--- src/rtl/ifetch_pkg.sv ---
// ---------------------------------------------------------------------------
// ifetch_pkg
//  Shared definitions for the instruction fetch stage and its neighbours:
//  widths, the reset fetch address, the bubble instruction, the skid-buffer
//  entry layout and small PC / counter arithmetic helpers.
// ---------------------------------------------------------------------------
package ifetch_pkg;

  localparam int PC_W = 16;
  localparam int IW   = 17;

  localparam logic [PC_W-1:0] DEF_RESET_PC = 16'h0000;
  localparam logic [IW-1:0]   NOP_INSTR    = 17'h00000;

  // One buffered fetch: the word plus the address following it, which decode
  // uses as JAL link value and branch base.
  typedef struct packed {
    logic [IW-1:0]   instr;
    logic [PC_W-1:0] nxt_pc;
  } fetch_entry_t;

  // Where the word presented to decode comes from this cycle.
  typedef enum logic [1:0] {
    SRC_NONE   = 2'd0,
    SRC_BYPASS = 2'd1,
    SRC_BUF    = 2'd2
  } present_src_e;

  // PC increment; wraps naturally at 2^PC_W.
  function automatic logic [PC_W-1:0] pc_inc(input logic [PC_W-1:0] pc);
    return pc + 1'b1;
  endfunction

  // Saturating 32-bit increment for event counters.
  function automatic logic [31:0] sat_inc(input logic [31:0] v);
    return (v == 32'hFFFF_FFFF) ? v : v + 32'd1;
  endfunction

endpackage

--- src/rtl/ifetch_if.sv ---
// ---------------------------------------------------------------------------
// ifetch_if
//  Fetch -> decode instruction interface.
//   instr        fetched word (NOP_INSTR when nothing valid)
//   instr_vld    instr is a real fetched word
//   nxt_pc       address of instr + 1
//   stall_IM_ID  decode is not accepting; fetch must hold what it presents
//  master = fetch side, slave = decode side.
// ---------------------------------------------------------------------------
interface ifetch_if;
  import ifetch_pkg::*;

  logic [IW-1:0]   instr;
  logic            instr_vld;
  logic [PC_W-1:0] nxt_pc;
  logic            stall_IM_ID;

  modport master (
    output instr,
    output instr_vld,
    output nxt_pc,
    input  stall_IM_ID
  );

  modport slave (
    input  instr,
    input  instr_vld,
    input  nxt_pc,
    output stall_IM_ID
  );

endinterface

--- src/rtl/ifetch_buf.sv ---
// ---------------------------------------------------------------------------
// ifetch_buf
//  Two-entry FIFO holding fetched {instr, nxt_pc} words while decode stalls.
//  Ports:
//   clk, rst   clock, asynchronous active-high reset
//   push       write wr_entry at the tail
//   pop        drop the head entry
//   clear      discard all entries (wrong-path flush); wins over push/pop
//   wr_entry   entry to write
//   head       oldest entry (meaningful only when cnt != 0)
//   cnt        number of valid entries, 0..2
// ---------------------------------------------------------------------------
module ifetch_buf
  import ifetch_pkg::*;
(
  input  logic         clk,
  input  logic         rst,
  input  logic         push,
  input  logic         pop,
  input  logic         clear,
  input  fetch_entry_t wr_entry,
  output fetch_entry_t head,
  output logic [1:0]   cnt
);

  fetch_entry_t mem [2];
  logic         rd_ptr;
  logic         wr_ptr;

  // Pointer and occupancy tracking; a flush simply empties the FIFO.
  always_ff @(posedge clk or posedge rst) begin
    if (rst) begin
      rd_ptr <= 1'b0;
      wr_ptr <= 1'b0;
      cnt    <= 2'd0;
    end else if (clear) begin
      rd_ptr <= 1'b0;
      wr_ptr <= 1'b0;
      cnt    <= 2'd0;
    end else begin
      if (push) wr_ptr <= ~wr_ptr;
      if (pop)  rd_ptr <= ~rd_ptr;
      case ({push, pop})
        2'b10:   cnt <= cnt + 2'd1;
        2'b01:   cnt <= cnt - 2'd1;
        default: cnt <= cnt;
      endcase
    end
  end

  // Storage needs no reset: cnt says which slots hold data.
  always_ff @(posedge clk) begin
    if (push && !clear) mem[wr_ptr] <= wr_entry;
  end

  assign head = mem[rd_ptr];

  // The issue rule in the fetch stage must keep this FIFO from overflowing
  // or underflowing.
  always_ff @(posedge clk) begin
    if (!rst && !clear) begin
      assert (!(push && !pop && cnt == 2'd2));
      assert (!(pop && cnt == 2'd0));
    end
  end

endmodule

--- src/rtl/ifetch.sv ---
// ---------------------------------------------------------------------------
// ifetch
//  Instruction fetch stage. Generates the PC, reads the synchronous
//  instruction memory (data returns the cycle after im_re), and presents
//  {instr, nxt_pc} to decode. A 2-entry skid buffer catches reads that come
//  back while decode stalls, so no in-flight read is ever dropped. A redirect
//  from EX restarts fetch at dst_ID_EX in the same cycle; decode flushes any
//  wrong-path instruction it already holds.
//  Ports:
//   clk, rst            clock, asynchronous active-high reset
//   id_if               ifetch_if.master: instr, instr_vld, nxt_pc out,
//                       stall_IM_ID in
//   flow_change_ID_EX   redirect request
//   dst_ID_EX           redirect target
//   im_rdata            IM read data (valid the cycle after im_re)
//   im_re, im_addr      IM read enable / address
//   fetch_cnt           instructions accepted by decode (saturating)
//   redirect_cnt        redirects taken (saturating)
//  Build option: define IFETCH_PERF_CNT_EN to add fetch_cnt/redirect_cnt;
//  without it those ports and counters do not exist.
// ---------------------------------------------------------------------------
module ifetch
  import ifetch_pkg::*;
#(
  parameter logic [PC_W-1:0] RESET_PC = DEF_RESET_PC
) (
  input  logic            clk,
  input  logic            rst,
  ifetch_if.master        id_if,
  input  logic            flow_change_ID_EX,
  input  logic [PC_W-1:0] dst_ID_EX,
  input  logic [IW-1:0]   im_rdata,
  output logic            im_re,
  output logic [PC_W-1:0] im_addr
`ifdef IFETCH_PERF_CNT_EN
  ,
  output logic [31:0]     fetch_cnt,
  output logic [31:0]     redirect_cnt
`endif
);

  logic [PC_W-1:0] pc;
  logic            rd_pend;
  logic [PC_W-1:0] rd_tag;

  logic [1:0]      buf_cnt;
  fetch_entry_t    buf_head;
  fetch_entry_t    buf_wr_entry;
  logic            buf_push;
  logic            buf_pop;

  present_src_e    src;
  logic            consume;
  logic [2:0]      owned;
  logic            issue_ok;

  ifetch_buf u_buf (
    .clk      (clk),
    .rst      (rst),
    .push     (buf_push),
    .pop      (buf_pop),
    .clear    (flow_change_ID_EX),
    .wr_entry (buf_wr_entry),
    .head     (buf_head),
    .cnt      (buf_cnt)
  );

  // Presentation mux: buffered words are older than the returning read, so
  // they go first; with an empty buffer the returning read is bypassed
  // straight to decode to avoid a bubble.
  always_comb begin
    src             = SRC_NONE;
    id_if.instr     = NOP_INSTR;
    id_if.instr_vld = 1'b0;
    id_if.nxt_pc    = pc;
    if (buf_cnt != 2'd0) begin
      src             = SRC_BUF;
      id_if.instr     = buf_head.instr;
      id_if.instr_vld = 1'b1;
      id_if.nxt_pc    = buf_head.nxt_pc;
    end else if (rd_pend) begin
      src             = SRC_BYPASS;
      id_if.instr     = im_rdata;
      id_if.instr_vld = 1'b1;
      id_if.nxt_pc    = rd_tag;
    end
  end

  // Handshake and issue control. A redirect suppresses the consume of the
  // word on display (it is wrong-path) and always issues the target read.
  // Otherwise a new read is issued only if, after this cycle's consume, the
  // stage would own at most one word, so buffered plus in-flight never
  // exceeds the two buffer slots.
  always_comb begin
    consume      = id_if.instr_vld && !id_if.stall_IM_ID && !flow_change_ID_EX;
    owned        = 3'(buf_cnt) + 3'(rd_pend) - 3'(consume);
    issue_ok     = (owned <= 3'd1);
    im_re        = !rst && (flow_change_ID_EX || issue_ok);
    im_addr      = flow_change_ID_EX ? dst_ID_EX : pc;
    buf_pop      = (src == SRC_BUF) && consume;
    buf_push     = rd_pend && !flow_change_ID_EX && !((src == SRC_BYPASS) && consume);
    buf_wr_entry = '{instr: im_rdata, nxt_pc: rd_tag};
  end

  // PC and pending-read tracking. rd_tag is the address after the word being
  // read and travels with the read into the buffer.
  always_ff @(posedge clk or posedge rst) begin
    if (rst) begin
      pc      <= RESET_PC;
      rd_pend <= 1'b0;
      rd_tag  <= pc_inc(RESET_PC);
    end else if (flow_change_ID_EX) begin
      pc      <= pc_inc(dst_ID_EX);
      rd_pend <= 1'b1;
      rd_tag  <= pc_inc(dst_ID_EX);
    end else begin
      rd_pend <= issue_ok;
      if (issue_ok) begin
        pc     <= pc_inc(pc);
        rd_tag <= pc_inc(pc);
      end
    end
  end

`ifdef IFETCH_PERF_CNT_EN
  // Saturating event counters for accepted instructions and redirects.
  always_ff @(posedge clk or posedge rst) begin
    if (rst) begin
      fetch_cnt    <= 32'd0;
      redirect_cnt <= 32'd0;
    end else begin
      if (consume)           fetch_cnt    <= sat_inc(fetch_cnt);
      if (flow_change_ID_EX) redirect_cnt <= sat_inc(redirect_cnt);
    end
  end
`else
  // Performance counters are not built in this configuration.
`endif

endmodule

--- src/flat_wrapper.sv ---
// flat-port wrapper written by rule: the top's interface ports become plain ports
module ifetch_flat import ifetch_pkg::*;
#(
  parameter logic [PC_W-1:0] RESET_PC = DEF_RESET_PC
)
  (clk, rst, flow_change_ID_EX, dst_ID_EX, im_rdata, im_re, im_addr, id_if_instr, id_if_instr_vld, id_if_nxt_pc, id_if_stall_IM_ID);
  ifetch_if id_if_i ();
  input  logic clk;
  input  logic rst;
  input  logic flow_change_ID_EX;
  input  logic [PC_W-1:0] dst_ID_EX;
  input  logic [IW-1:0] im_rdata;
  output logic im_re;
  output logic [PC_W-1:0] im_addr;
  output wire logic [$bits(id_if_i.instr)-1:0] id_if_instr;
  output wire logic [$bits(id_if_i.instr_vld)-1:0] id_if_instr_vld;
  output wire logic [$bits(id_if_i.nxt_pc)-1:0] id_if_nxt_pc;
  input wire logic [$bits(id_if_i.stall_IM_ID)-1:0] id_if_stall_IM_ID;
  assign id_if_instr = id_if_i.instr;
  assign id_if_instr_vld = id_if_i.instr_vld;
  assign id_if_nxt_pc = id_if_i.nxt_pc;
  assign id_if_i.stall_IM_ID = id_if_stall_IM_ID;
  ifetch #(.RESET_PC(RESET_PC)) u_core (.clk(clk), .rst(rst), .id_if(id_if_i), .flow_change_ID_EX(flow_change_ID_EX), .dst_ID_EX(dst_ID_EX), .im_rdata(im_rdata), .im_re(im_re), .im_addr(im_addr));
endmodule
--- config.mk ---
export PLATFORM = sky130hd
export DESIGN_NAME = ifetch_flat
export DESIGN_NICKNAME = d
export VERILOG_FILES = /design/src/rtl/ifetch_pkg.sv /design/src/rtl/ifetch_if.sv /design/src/rtl/ifetch_buf.sv /design/src/rtl/ifetch.sv /design/src/flat_wrapper.sv
export SDC_FILE = /design/constraint.sdc
export NUM_CORES = 1
export LEC_CHECK = 0
export BUFFER_PORTS_ARGS = -buffer_cell sky130_fd_sc_hd__buf_2
export CAP_MARGIN = 20
export CORE_MARGIN = 4
export CORE_UTILIZATION = 45
export CTS_CLUSTER_SIZE = 12
export DETAILED_ROUTE_END_ITERATION = 8
export PLACE_DENSITY = 0.67
export SYNTH_ARGS = -nofsm -noshare
export SYNTH_HDL_FRONTEND = slang
export SYNTH_HIERARCHICAL = 1
export SYNTH_SLANG_ARGS = --single-unit
--- constraint.sdc ---
create_clock -name clk -period 5.5 [get_ports clk]
set_input_delay 1.1 -clock clk [delete_from_list [all_inputs] [get_ports clk]]
set_output_delay 1.1 -clock clk [all_outputs]
set_load 0.01 [all_outputs]
==> results.sh, run 1 <==
export IMPL_p_comb_frac=0.392
export IMPL_rsz0062_at_grt="no"
export IMPL_slew_headroom=0.2700
export IMPL_hold_depth=1
export IMPL_gp_congestion=0.8734
export IMPL_layout_common_cells="96 x nand2_1, 87 x buf_2, 66 x edfxtp_1"
export IMPL_grt_start_max_net_pins=41
export IMPL_cp_slowest_cell="buf_2"
export IMPL_cts_inserted_buffers=9
export IMPL_postLayoutCoreUtil=0.5330
export IMPL_first_pass_iters=4
export IMPL_max_stage_delay_ns=0.58
export IMPL_ys_async_sr_fraction=0.2500
export IMPL_hold_buffers=0
export IMPL_ctsLongestPathBuffers=2
export IMPL_maxCapViolCount=0
export IMPL_synth_edf_count=66
export IMPL_vias_per_cell=5.017
export IMPL_drt_total_wl_um=9299
export IMPL_r2r_slack_ns=2.22
export IMPL_hp_class="reg2reg"
export IMPL_p_sw_frac=0.3890
export IMPL_peakVddDrop_mv=0.1947
export IMPL_synthFlopType="edfxtp_1"
export IMPL_syn_to_final_growth_pct=14.31
export IMPL_cp_end_kind="output port"
export IMPL_clock_power_share=0.165
export IMPL_hpwl_um=6297
export IMPL_first_iter_violations=184
export IMPL_die_w_um=109.1
export IMPL_io_buffer_count=87
export IMPL_drive_gt1_frac=0.3769
export IMPL_netlist_area_sq_um=4599
export IMPL_clkSinkCount=88
export IMPL_io_pins=88
export IMPL_synthCells=377
export IMPL_finalSetupTns_ns=0
export IMPL_yosysSeqAreaShare=0.5509
export IMPL_ys_ff_latch=88
export IMPL_final_antenna_net_count=0
export IMPL_syn_avg_cell_area_sq_um=12.20
export IMPL_timing_final_hold_violations=0
export IMPL_fmax_mhz=226.7
export IMPL_path_class="in2out"
export IMPL_grt_overflow_total=0
export IMPL_p_sw_uw=922.2
export IMPL_cts_resized=0
export IMPL_clk_latency_ns=0.35
export IMPL_slew_viol_final=0
export IMPL_cts_tree="yes"
export IMPL_dieArea_sq_um=11900
export IMPL_p_per_area_nw_per_um2=450.9
export IMPL_num_vias=3010
export IMPL_clk_pin_slew_worst_paths_ns=0.08
export IMPL_power_leakage_nw=2.247
export IMPL_grt_pass1_wl_um=15000
export IMPL_drc_errors=0
export IMPL_r2r_cells=13
export IMPL_antenna_diode_count=0
export IMPL_setup_viol=0
export IMPL_post_route_min_period_ns=4.412
export IMPL_worst_endpoint_required_ns=4.40
export IMPL_cts_htree_levels=3
export IMPL_crit_path_start_kind="primary input"
export IMPL_antenna_found_initial=0
export IMPL_layout_commonest_cell="nand2_1"
export IMPL_pwr_share_seq=0.443
export IMPL_intPower_mw=1.449
export IMPL_postCtsSetupRepairBufs=0
export IMPL_finalPower_mw=2.371
export IMPL_status="finished, final reports clean"
export IMPL_finClkSkew_ns=0.009286
export IMPL_grtUsageTotal=0.1613
export IMPL_wl_per_cell_um=15.50
export IMPL_crit_fanout=40
export IMPL_core_sq_um=9864
export IMPL_row_count=36
export IMPL_fin_nets=503
export IMPL_cp_cell_sequence="buf_2 -> nor3b_1 -> ha_1 -> inv_1 -> ha_1 -> fa_1 -> xnor2_1 -> nor2_1 -> nor2_2 -> nor2_1 -> buf_2"
export IMPL_die_h_um=109.1
export IMPL_fin_crit_sh=0.8021
export IMPL_cts_root_buf="clkbuf_8"
export IMPL_ys_warn_count=6
export IMPL_worst_pin_slew_ns=1.095
export IMPL_syn_nets=418
export IMPL_yosys_cell_types_count=47
export IMPL_grt_pass1_vias=2998
export IMPL_worstPathArrival_ns=3.31
export IMPL_start_util=0.4663
worst max-delay path: cells and delay by family:
kind | cells | cell delay [ns]
xor gates and xnor gates | 1 | 0.14
and+or+nand+nor | 4 | 0.43
buffers and inverters | 3 | 0.77
adders and majority gates | 3 | 0.86
final cells by class:
cell class	count	area [sq um]
clock inverters	5	32.53
inverters	10	37.54
clock buffers	11	141.4
well taps	133	166.4
multi-input cells	261	1872
repair buffers	92	473.0
flip-flops and latches	88	2535
fillers	884	4607
state kept, by name, indices dropped and copies added (netlist names):
name / flops
u_core/pc: 16
u_core/u_buf/mem: 66
u_core/rd_tag: 1
u_core/u_buf/rd_ptr: 1
u_core/u_buf/cnt: 2
u_core/rd_pend: 1
u_core/u_buf/wr_ptr: 1
kinds of logic after synthesis:
family | after synthesis | share of synthesized area
flip-flops | 88 | 0.5509
AO/OA/AOI/OAI | 28 | 0.04434
AND/OR/NAND/NOR | 164 | 0.1741
multiplexers | 50 | 0.1458
XOR/XNOR | 15 | 0.02856
adder cells (fa/ha/maj) | 4 | 0.01251
buffers and inverters | 28 | 0.04380
metal layers:
layer | GRT usage | part of all wire | vias to the layer above
met1 | 0.2314 | 0.48 | 1416
met4 | 0.04058 | 0.0098 | 0
met5 | 0 | 0 | -
met2 | 0.2548 | 0.45 | 85
met3 | 0.02783 | 0.060 | 10
li1 | - | - | 1499
final timing paths:
| check | to | start |
|---|---|---|
| worst max-delay path | im_re | flow_change_ID_EX |
| worst max register to register | u_core/pc[7] | u_core/rd_pend |
| worst min-delay path | u_core/rd_tag[0] | u_core/rd_tag[0] |
| max in group asynchronous | u_core/pc[0] | rst |
| worst min register to register | u_core/rd_tag[0] | u_core/rd_tag[0] |
| min in group asynchronous | u_core/u_buf/wr_ptr | rst |
power groups by stage:
stage	sequential (mW)	combinational, mW	clock, mW
4_1_cts	1.05	0.949	0.405
3_3_place_gp	1.06	0.931	0
5_1_grt	1.07	1.04	0.435
6_report	1.05	0.930	0.391
2_1_floorplan	0.979	0.672	0
3_5_place_dp	1.06	0.942	0
synthesized netlist by cell type, types with 2 or more instances:
cell | number | area share
buf_12 | 4 | 0.017
nand3b_1 | 2 | 0.0033
xor2_1 | 9 | 0.017
mux2_4 | 29 | 0.095
a21oi_1 | 10 | 0.011
o21ai_0 | 4 | 0.0044
nor3_1 | 2 | 0.0022
nor2_1 | 17 | 0.014
nand2_1 | 96 | 0.078
buf_2 | 2 | 0.0022
mux2_2 | 17 | 0.042
xnor2_1 | 6 | 0.011
mux2i_1 | 3 | 0.0065
nand3_1 | 27 | 0.029
clkbuf_1 | 8 | 0.0065
nand4b_4 | 2 | 0.010
dfrtp_1 | 21 | 0.11
nand4_1 | 4 | 0.0054
a21oi_2 | 3 | 0.0057
buf_6 | 2 | 0.0049
a21o_1 | 3 | 0.0049
ha_1 | 3 | 0.0082
nor3b_1 | 3 | 0.0049
o21ai_1 | 3 | 0.0033
edfxtp_1 | 66 | 0.43
inv_1 | 9 | 0.0073
nor3b_2 | 2 | 0.0054
per-stage QoR:
step	hold WS [ns]	worst slack, ns	instances	cell area (sq um)
floorplan	0.4805	0.4333	377	4599
global placement	0.5131	1.074	584	5084
detailed placement	0.5182	1.042	584	5084
CTS	0.5295	1.046	600	5258
global route	0.5492	0.8317	600	5258
finish	0.5265	1.088	600	5258
(Power assumes the default switching activity.)
==> run 2, diff against run 1 <==
--- a/config.mk
+++ b/config.mk
@@ -11,7 +11,7 @@
 export CORE_UTILIZATION = 45
 export CTS_CLUSTER_SIZE = 12
 export DETAILED_ROUTE_END_ITERATION = 8
-export PLACE_DENSITY = 0.67
+export PLACE_DENSITY = 0.7
 export SYNTH_ARGS = -nofsm -noshare
 export SYNTH_HDL_FRONTEND = slang
 export SYNTH_HIERARCHICAL = 1
==> constraint.sdc (replaced) <==
create_clock -name clk -period 3.7 [get_ports clk]
set_input_delay 0.74 -clock clk [delete_from_list [all_inputs] [get_ports clk]]
set_output_delay 0.74 -clock clk [all_outputs]
set_load 0.01 [all_outputs]
==> run 2 against run 1 <==
Compared with the run above: critical path depth did not move; final cell count is 1.0% higher; first-iteration DRC count shrank 1.6%; routed wire length fell by 1.5%; via count grew 0.30%; non-clock buffer count is 6 higher; global-route usage shrank 0.31 points; total power rose by 55%; die area stayed put; highest routed layer unchanged.
==> results.sh, run 2 (synthesis results as in run 1) <==
export IMPL_fmax_mhz=283.4
export IMPL_drt_total_wl_um=9159
export IMPL_clkSinkCount=88
export IMPL_num_fill_cells=855
export IMPL_vias_per_cell=4.982
export IMPL_rsz0062_at_grt="no"
export IMPL_cts_htree_levels=3
export IMPL_largest_reg_flops=66
export IMPL_gp_congestion=0.8675
export IMPL_hp_class="in2async"
export IMPL_hpwl_um=6419
export IMPL_slew_viol_final=0
export IMPL_io_pins=88
export IMPL_finClkSkew_ns=0.01163
export IMPL_finalPower_mw=3.686
export IMPL_io_buffer_count=87
export IMPL_power_leakage_nw=2.305
export IMPL_cts_tree="yes"
export IMPL_wl_per_cell_um=15.11
export IMPL_first_iter_violations=181
export IMPL_dieArea_sq_um=11900
export IMPL_worst_pin_slew_ns=0.8330
export IMPL_die_w_um=109.1
export IMPL_worst_endpoint_required_ns=2.96
export IMPL_instances_no_fill=606
export IMPL_core_sq_um=9864
export IMPL_setup_viol=0
export IMPL_start_util=0.4663
export IMPL_place_ws_ns=0.5138
export IMPL_die_h_um=109.1
export IMPL_grtUsageMet3=0.02664
export IMPL_worstPathArrival_ns=2.79
export IMPL_use_met1=0.2254
export IMPL_r2r_cells=13
export IMPL_fin_crit_sh=0.9537
export IMPL_gr_usage_met2=0.2504
export IMPL_grt_start_max_net_pins=40
export IMPL_postLayoutCoreUtil=0.5436
export IMPL_syn_to_final_growth_pct=16.59
export IMPL_grtUsageTotal=0.1582
export IMPL_postPlaceCellArea_sq_um=5135
export IMPL_path_class="reg2out"
export IMPL_p_per_area_nw_per_um2=687.4
export IMPL_ctsLongestPathBuffers=2
export IMPL_cp_end_kind="output port"
export IMPL_top_register="u_core/u_buf/mem"
export IMPL_drc_errors=0
export IMPL_num_vias=3019
export IMPL_drive_gt1_frac=0.3890
export IMPL_grt_pass1_wl_um=14750
export IMPL_ff_latch_area_sq_um=2536
export IMPL_status="finished, final reports clean"
export IMPL_cp_slowest_cell="dfrtp_2"
export IMPL_grt_pass1_vias=2914
export IMPL_fin_area_sq_um=5363
export IMPL_clk_latency_ns=0.34
export IMPL_multiInputGateArea_sq_um=1878
export IMPL_hold_slack_ns=0.3052
export IMPL_antenna_diode_count=0
export IMPL_max_stage_delay_ns=0.45
export IMPL_peakVddDrop_mv=0.2571
export IMPL_postCtsSetupRepairBufs=0
export IMPL_top_regs="u_core/u_buf/mem (66), u_core/pc (16), u_core/u_buf/cnt (2)"
export IMPL_layout_common_cells="96 x nand2_1, 87 x buf_2, 66 x edfxtp_1"
export IMPL_slew_headroom=0.4447
export IMPL_post_route_min_period_ns=3.529
export IMPL_crit_path_start_kind="register"
export IMPL_first_pass_iters=4
export IMPL_busiest_layer="met2"
export IMPL_timing_final_hold_violations=0
export IMPL_row_count=36
export IMPL_worst_slack_ns=0.1713
export IMPL_fin_nets=509
export IMPL_finalSetupTns_ns=0
export IMPL_maxCapViolCount=0
export IMPL_clk_pin_slew_worst_paths_ns=0.09
export IMPL_antenna_found_initial=0
export IMPL_cp_cell_sequence="or3_1 -> nor3b_1 -> ha_1 -> inv_1 -> ha_1 -> fa_1 -> xnor2_1 -> nor2_1 -> nor2_2 -> nor2_1 -> buf_2"
export IMPL_cts_root_buf="clkbuf_8"
export IMPL_crit_fanout=7
export IMPL_final_antenna_net_count=0
export IMPL_place_inst=590
export IMPL_layout_commonest_cell="nand2_1"
export IMPL_cts_inserted_buffers=9
export IMPL_grt_overflow_total=0
-- run 2: final cells by class --
class,count,area share
tap,133,0.03103
multi-input combinational,261,0.3502
clock inverter,7,0.01913
timing repair buffer,98,0.09659
inverter,10,0.007000
clock buffer,9,0.02310
sequential,88,0.4729
-- run 2: power breakdown --
group / switching (mW) / internal (mW)
Sequential: 0.226 / 1.29
Clock: 0.336 / 0.387
Combinational: 0.825 / 0.617
-- run 2: metal layers --
layer | part of all wire | vias up
met2 | 0.45 | 96
li1 | - | 1520
met1 | 0.49 | 1393
met3 | 0.059 | 10
met5 | 0 | -
met4 | 0.0084 | 0
-- run 2: critical path: cells and delay by family (launching register included) --
family,cells,cell delay [ns]
XOR/XNOR,1,0.13
adder cells (fa/ha/maj),3,0.83
buffers and inverters,2,0.19
flip-flops,1,0.45
AND/OR/NAND/NOR,5,0.84
-- run 2: worst paths after layout --
kind,startpoint,to,slack [ns]
setup reg to reg,u_core/u_buf/cnt[0],u_core/pc[7],0.80
min in group clk,u_core/rd_tag[0],u_core/rd_tag[0],0.53
hold reg to reg,u_core/rd_tag[0],u_core/rd_tag[0],0.53
max in group asynchronous,rst,u_core/pc[6],2.75
setup / recovery,u_core/u_buf/cnt[0],im_re,0.17
hold / removal,rst,u_core/u_buf/cnt[0],0.31
-- run 2: repair_timing --
item,CTS,global route
resized for setup,0,1
hold buffers,0,0
hold endpoints to repair,0,0
endpoints found under the setup margin,0,1
